--- src/rtl/ray_dispatch_pkg.sv ---
// Shared types and constants for the ray dispatcher.
// The per-unit statistics counters are enabled with RAY_DISPATCH_STATS_EN.
package ray_dispatch_pkg;

    localparam int MAX_UNITS   = 16;
    localparam int COUNT_WIDTH = 16;

    typedef enum logic {
        ST_EMPTY = 1'b0,
        ST_FULL  = 1'b1
    } disp_state_e;

    // A single unit still needs a one-bit pointer register.
    function automatic int ptr_width(input int units);
        return (units > 1) ? $clog2(units) : 1;
    endfunction

endpackage

--- src/rtl/round_robin_picker.sv ---
// Round-robin picker: grants the first requester at or after the pointer,
// wrapping from the top index back to 0.
module round_robin_picker #(
    parameter int UNITS = 4,
    parameter int PTR_W = 2
) (
    input  logic [UNITS-1:0] request_i,
    input  logic [PTR_W-1:0] pointer_i,
    output logic [UNITS-1:0] grant_o,
    output logic [PTR_W-1:0] index_o,
    output logic             valid_o
);

    logic [UNITS-1:0] upper_req;
    logic [UNITS-1:0] pick_vec;

    // Requests at or above the pointer win; otherwise wrap to the lowest.
    for (genvar gi = 0; gi < UNITS; gi++) begin : g_upper
        assign upper_req[gi] = request_i[gi] && (gi >= int'(pointer_i));
    end

    assign pick_vec = (|upper_req) ? upper_req : request_i;
    assign valid_o  = |request_i;

    always_comb begin
        index_o = '0;
        for (int i = UNITS - 1; i >= 0; i--) begin
            if (pick_vec[i]) begin
                index_o = PTR_W'(i);
            end
        end
    end

    always_comb begin
        grant_o = '0;
        for (int i = 0; i < UNITS; i++) begin
            grant_o[i] = valid_o && (index_o == PTR_W'(i));
        end
    end

endmodule

--- src/rtl/ray_dispatcher.sv ---
// One-entry ray buffer that hands each ray to a ready unit in round-robin order.
// Define RAY_DISPATCH_STATS_EN to add saturating per-unit dispatch counters (unitCount).
module ray_dispatcher
    import ray_dispatch_pkg::*;
#(
    parameter int UNITS          = 4,
    parameter int POSITION_WIDTH = 16,
    parameter int ADDRESS_WIDTH  = 32
) (
    input  logic                                clock,
    input  logic                                reset,
    input  logic                                flush,
    input  logic                                inStart,
    output logic                                inReady,
    input  logic [2:0][POSITION_WIDTH-1:0]      inV,
    input  logic [ADDRESS_WIDTH-1:0]            inAddress,
    output logic [UNITS-1:0]                    unitStart,
    input  logic [UNITS-1:0]                    unitReady,
    input  logic [UNITS-1:0]                    unitBusy,
    output logic [2:0][POSITION_WIDTH-1:0]      outV,
    output logic [ADDRESS_WIDTH-1:0]            outAddress,
    output logic                                idle,
`ifdef RAY_DISPATCH_STATS_EN
    output logic [UNITS-1:0][COUNT_WIDTH-1:0]   unitCount,
`endif
    output logic [31:0]                         rayCount
);

    localparam int PTR_W = ptr_width(UNITS);

    disp_state_e                      state_q, state_d;
    logic [PTR_W-1:0]                 ptr_q, ptr_d;
    logic [2:0][POSITION_WIDTH-1:0]   v_q, v_d;
    logic [ADDRESS_WIDTH-1:0]         addr_q, addr_d;
    logic [31:0]                      ray_count_q, ray_count_d;

    logic [UNITS-1:0] pick_grant;
    logic [PTR_W-1:0] pick_index;
    logic             pick_valid;
    logic             dispatch;
    logic             accept;
    logic [PTR_W-1:0] ptr_after_pick;

    round_robin_picker #(
        .UNITS (UNITS),
        .PTR_W (PTR_W)
    ) u_picker (
        .request_i (unitReady),
        .pointer_i (ptr_q),
        .grant_o   (pick_grant),
        .index_o   (pick_index),
        .valid_o   (pick_valid)
    );

    // Flush blocks both sides so no ray is handed over or accepted and then lost.
    assign dispatch  = (state_q == ST_FULL) && pick_valid && !flush;
    assign inReady   = !flush && ((state_q == ST_EMPTY) || pick_valid);
    assign accept    = inStart && inReady;
    assign unitStart = dispatch ? pick_grant : '0;

    assign ptr_after_pick = (pick_index == PTR_W'(UNITS - 1)) ? '0 : pick_index + PTR_W'(1);

    assign outV       = v_q;
    assign outAddress = addr_q;
    assign rayCount   = ray_count_q;
    assign idle       = (state_q == ST_EMPTY) && (unitBusy == '0) && !inStart;

    always_comb begin
        state_d     = state_q;
        ptr_d       = ptr_q;
        v_d         = v_q;
        addr_d      = addr_q;
        ray_count_d = ray_count_q;
        if (flush) begin
            state_d     = ST_EMPTY;
            ptr_d       = '0;
            ray_count_d = '0;
        end else begin
            if (dispatch) begin
                state_d     = ST_EMPTY;
                ptr_d       = ptr_after_pick;
                ray_count_d = ray_count_q + 32'd1;
            end
            // An accept in the dispatch cycle refills the register with no bubble.
            if (accept) begin
                state_d = ST_FULL;
                v_d     = inV;
                addr_d  = inAddress;
            end
        end
    end

    always_ff @(posedge clock or negedge reset) begin
        if (!reset) begin
            state_q     <= ST_EMPTY;
            ptr_q       <= '0;
            v_q         <= '0;
            addr_q      <= '0;
            ray_count_q <= '0;
        end else begin
            state_q     <= state_d;
            ptr_q       <= ptr_d;
            v_q         <= v_d;
            addr_q      <= addr_d;
            ray_count_q <= ray_count_d;
        end
    end

`ifdef RAY_DISPATCH_STATS_EN
    for (genvar gi = 0; gi < UNITS; gi++) begin : g_stats
        logic [COUNT_WIDTH-1:0] count_q;

        always_ff @(posedge clock or negedge reset) begin
            if (!reset) begin
                count_q <= '0;
            end else if (flush) begin
                count_q <= '0;
            end else if (unitStart[gi] && (count_q != '1)) begin
                count_q <= count_q + COUNT_WIDTH'(1);
            end
        end

        assign unitCount[gi] = count_q;
    end
`endif

endmodule

--- config.mk ---
export PLATFORM = sky130hd
export DESIGN_NAME = ray_dispatcher
export DESIGN_NICKNAME = d
export VERILOG_FILES = /design/src/rtl/ray_dispatch_pkg.sv /design/src/rtl/round_robin_picker.sv /design/src/rtl/ray_dispatcher.sv
export SDC_FILE = /design/constraint.sdc
export NUM_CORES = 1
export LEC_CHECK = 0
export ABC_AREA = 1
export CAP_MARGIN = 20
export CORE_MARGIN = 3
export CORE_UTILIZATION = 48
export DETAILED_ROUTE_END_ITERATION = 16
export GPL_ROUTABILITY_DRIVEN = 0
export GPL_TIMING_DRIVEN = 0
export PLACE_DENSITY = 0.87
export SYNTH_ARGS = -nofsm -noshare
export SYNTH_HDL_FRONTEND = slang
export SYNTH_SLANG_ARGS = --single-unit
--- constraint.sdc ---
create_clock -name clock -period 2.26 [get_ports clock]
set_input_delay 0.339 -clock clock [delete_from_list [all_inputs] [get_ports clock]]
set_output_delay 0.339 -clock clock [all_outputs]
set_load 0.1 [all_outputs]
==> impl_metrics.toml <==
[worst_hold_path]
hp-class = "in2async"

[placed_design]
place_ws_ns = -1.136
place_area_um2 = 7725
dpl.hpwl_um = 12210
io_buffers = 208

[route]
wl_per_cell_um = 16.21
first_iter_violations = 467
via_count = 5740
drc_errors = 0
drt-met1-wl_um = 6121
ant_nets = 0
topRoutingLayerUsed = "met4"
wl_met3_um = 1814
wirelength_um = 17510
dr.pass1.iters = 5
viasPerCell = 5.315
wl_met2_um = 9046

[job]
maxCapViolations = 0

[pwr]
power_mw = 7.537
ir_worst_vdd_mv = 0.6297
leakage_nw = 4.623
power_density_nw_per_um2 = 887.4

[sta]
max_freq_mhz = 439.7
setup_ws_ns = -0.01434
finalCriticalPeriod_ns = 2.274
min_period_over_period_pct = 100.6
max_slew_margin_pct = 30.86
report.final.slew_viol_count = 0
setup_viol = 1
tightest_slew_ns = 1.041
hold_viol = 0
fin_skew_ns = 0.01375
rsz0062_at_grt = "yes"

[clock_tree]
clk_path_buf_depth = 2
cts_root_buf = "clkbuf_16"
cts.reportedPaths.clkPinSlew_ns = 0.06
clock-sinks = 115
numCtsBuffers = 17
clock_latency_ns = 0.41
h-tree-depth = 4
tritoncts = "yes"

[cells_and_area]
final_core_util_pct = 77.67
design_area_um2 = 8493
most-common-layout-cells = "268 x nand2_1, 115 x dfrtp_1, 97 x nand3_1, 90 x clkdlybuf4s50_1, 72 x dlygate4sd2_1"
fillCellCount = 741
final_common_cell = "nand2_1"
layout-drive-gt1-share_pct = 8.946
fin_nets = 1020
areaGrowthSynthToFinish_pct = 56.59

[synth]
netlist_area_um2 = 5424
yosysSeqAreaShare_pct = 53.06
syn_inst = 693
synth_fp_nets = 787
synth-seq-cells = 115
syn-mean-instance-area_um2 = 7.827
yosys_warnings = 0
ys_types = 31

[worst_setup_path]
end_kind = "output port"
crit_path_start = "unitReady[3]"
cp.required_ns = 1.92
path_class = "in2out"
crit_path_start_kind = "input port"
r2r-start = "rayCount[1]"
path_max_fanout = 4
cp.arrival_ns = 1.94
reg2regPathDepth = 9

[global_routing]
grt_antenna_before_repair = 1
grt_pass1_vias = 5382
grtUsageTotal_pct = 26.35
grt_max_degree = 78
overflow = 0
grt_pass1_wl_um = 26410

[die]
rows = 38
dieArea_um2 = 12610
die-width_um = 112.3
design.portCount = 210
die_h_um = 112.3
design.core.area_um2 = 10940
start_util_pct = 49.60

[status]
violations = "setup timing"
status = "finished with violations"
-- Yosys cell counts (all sizes together) --
cell type | count | area, um2
o21ai | 16 | 83.83
nor3b | 2 | 15.01
or4 | 1 | 7.510
o22ai | 1 | 6.260
clkbuf | 12 | 58.81
nor3 | 6 | 30.03
a31oi | 1 | 6.260
inv | 39 | 146.4
a41oi | 1 | 8.760
ha | 2 | 25.02
o21bai | 1 | 7.510
nand2 | 276 | 1056
nor2 | 79 | 321.6
o21a | 1 | 7.510
and2 | 1 | 7.510
a21oi | 10 | 50.05
buf | 17 | 126.4
a22o | 1 | 8.760
nand4 | 14 | 87.58
nand3 | 97 | 485.5
dfrtp | 115 | 2878
-- path summary, 6_finish.rpt --
kind                       slack, ns      endpoint
setup reg to reg                0.58  rayCount[22]
setup / recovery               -0.01  unitStart[1]
hold / removal                  0.40   rayCount[3]
min in group clock              0.46      outV[37]
hold reg to reg                 0.46      outV[37]
max in group asynchronous       1.16      outV[33]
-- timing repair --
action                     4_1_cts  5_1_grt
setup buffers                    0        4
hold buffers                     1        0
setup endpoints to repair       78       43
resized for setup              118       63
hold endpoints to repair        38        0
pin swaps                        3        8
-- flip-flops by register name, summed over array words and instances (netlist names) --
name        cells
rayCount       32
ptr_q           2
outAddress     32
outV           48
state_q         1
-- logic make-up (layout without fill, tap and decap cells) --
kind of cell,Yosys count,in the layout,share of synthesized area (%)
buffers and inverters,68,314,6.113
adder cells (fa/ha/maj),2,2,0.4613
AND/OR/NAND/NOR,476,476,37.07
AO/OA/AOI/OAI,32,32,3.299
flip-flops,115,115,53.06
other,0,1,0
-- through the flow --
step | setup TNS [ns] | hold WS, ns | cells
after floorplan | -0.2349 | 0.04341 | 693
after global placement | -411.41 | 0.4528 | 1041
after detailed placement | -5.522 | 0.2681 | 1042
after CTS | -0.03192 | 0.4064 | 1075
after global routing | -0.3154 | 0.4245 | 1080
final | -0.01434 | 0.3964 | 1080
-- layer usage --
| layer | vias up | GRT usage, % |
|---|---|---|
| li1 | 2694 | - |
| met1 | 2704 | 28.81 |
| met2 | 295 | 46.05 |
| met3 | 47 | 11.54 |
| met4 | 0 | 8.494 |
| met5 | - | 0 |
-- critical path, stage by stage --
cell             delay [ns]
clkdlybuf4s50_1        0.53
inv_1                  0.11
a41oi_4                0.30
nand2_2                0.12
inv_2                  0.08
ha_4                   0.12
inv_2                  0.04
nor2_4                 0.12
buf_12                 0.18
-- final cells by class --
class | count | area (um2) | area share (%)
buffer | 29 | 187.7 | 2.210
sequential | 115 | 2878 | 33.88
multi-input combinational | 510 | 2313 | 27.24
clock inverter | 13 | 150.1 | 1.768
timing repair buffer | 214 | 2195 | 25.84
inverter | 39 | 148.9 | 1.753
antenna | 1 | 2.502 | 0.02946
tap | 140 | 175.2 | 2.062
clock buffer | 19 | 442.9 | 5.215
-- where the power goes --
part	internal, mW	total (mW)	switching [mW]
logic	0.542	2.47	1.93
clock network	1.67	2.69	1.02
registers	2.26	2.38	0.120
total	4.47	7.54	3.07
(Power assumes the default switching activity.)
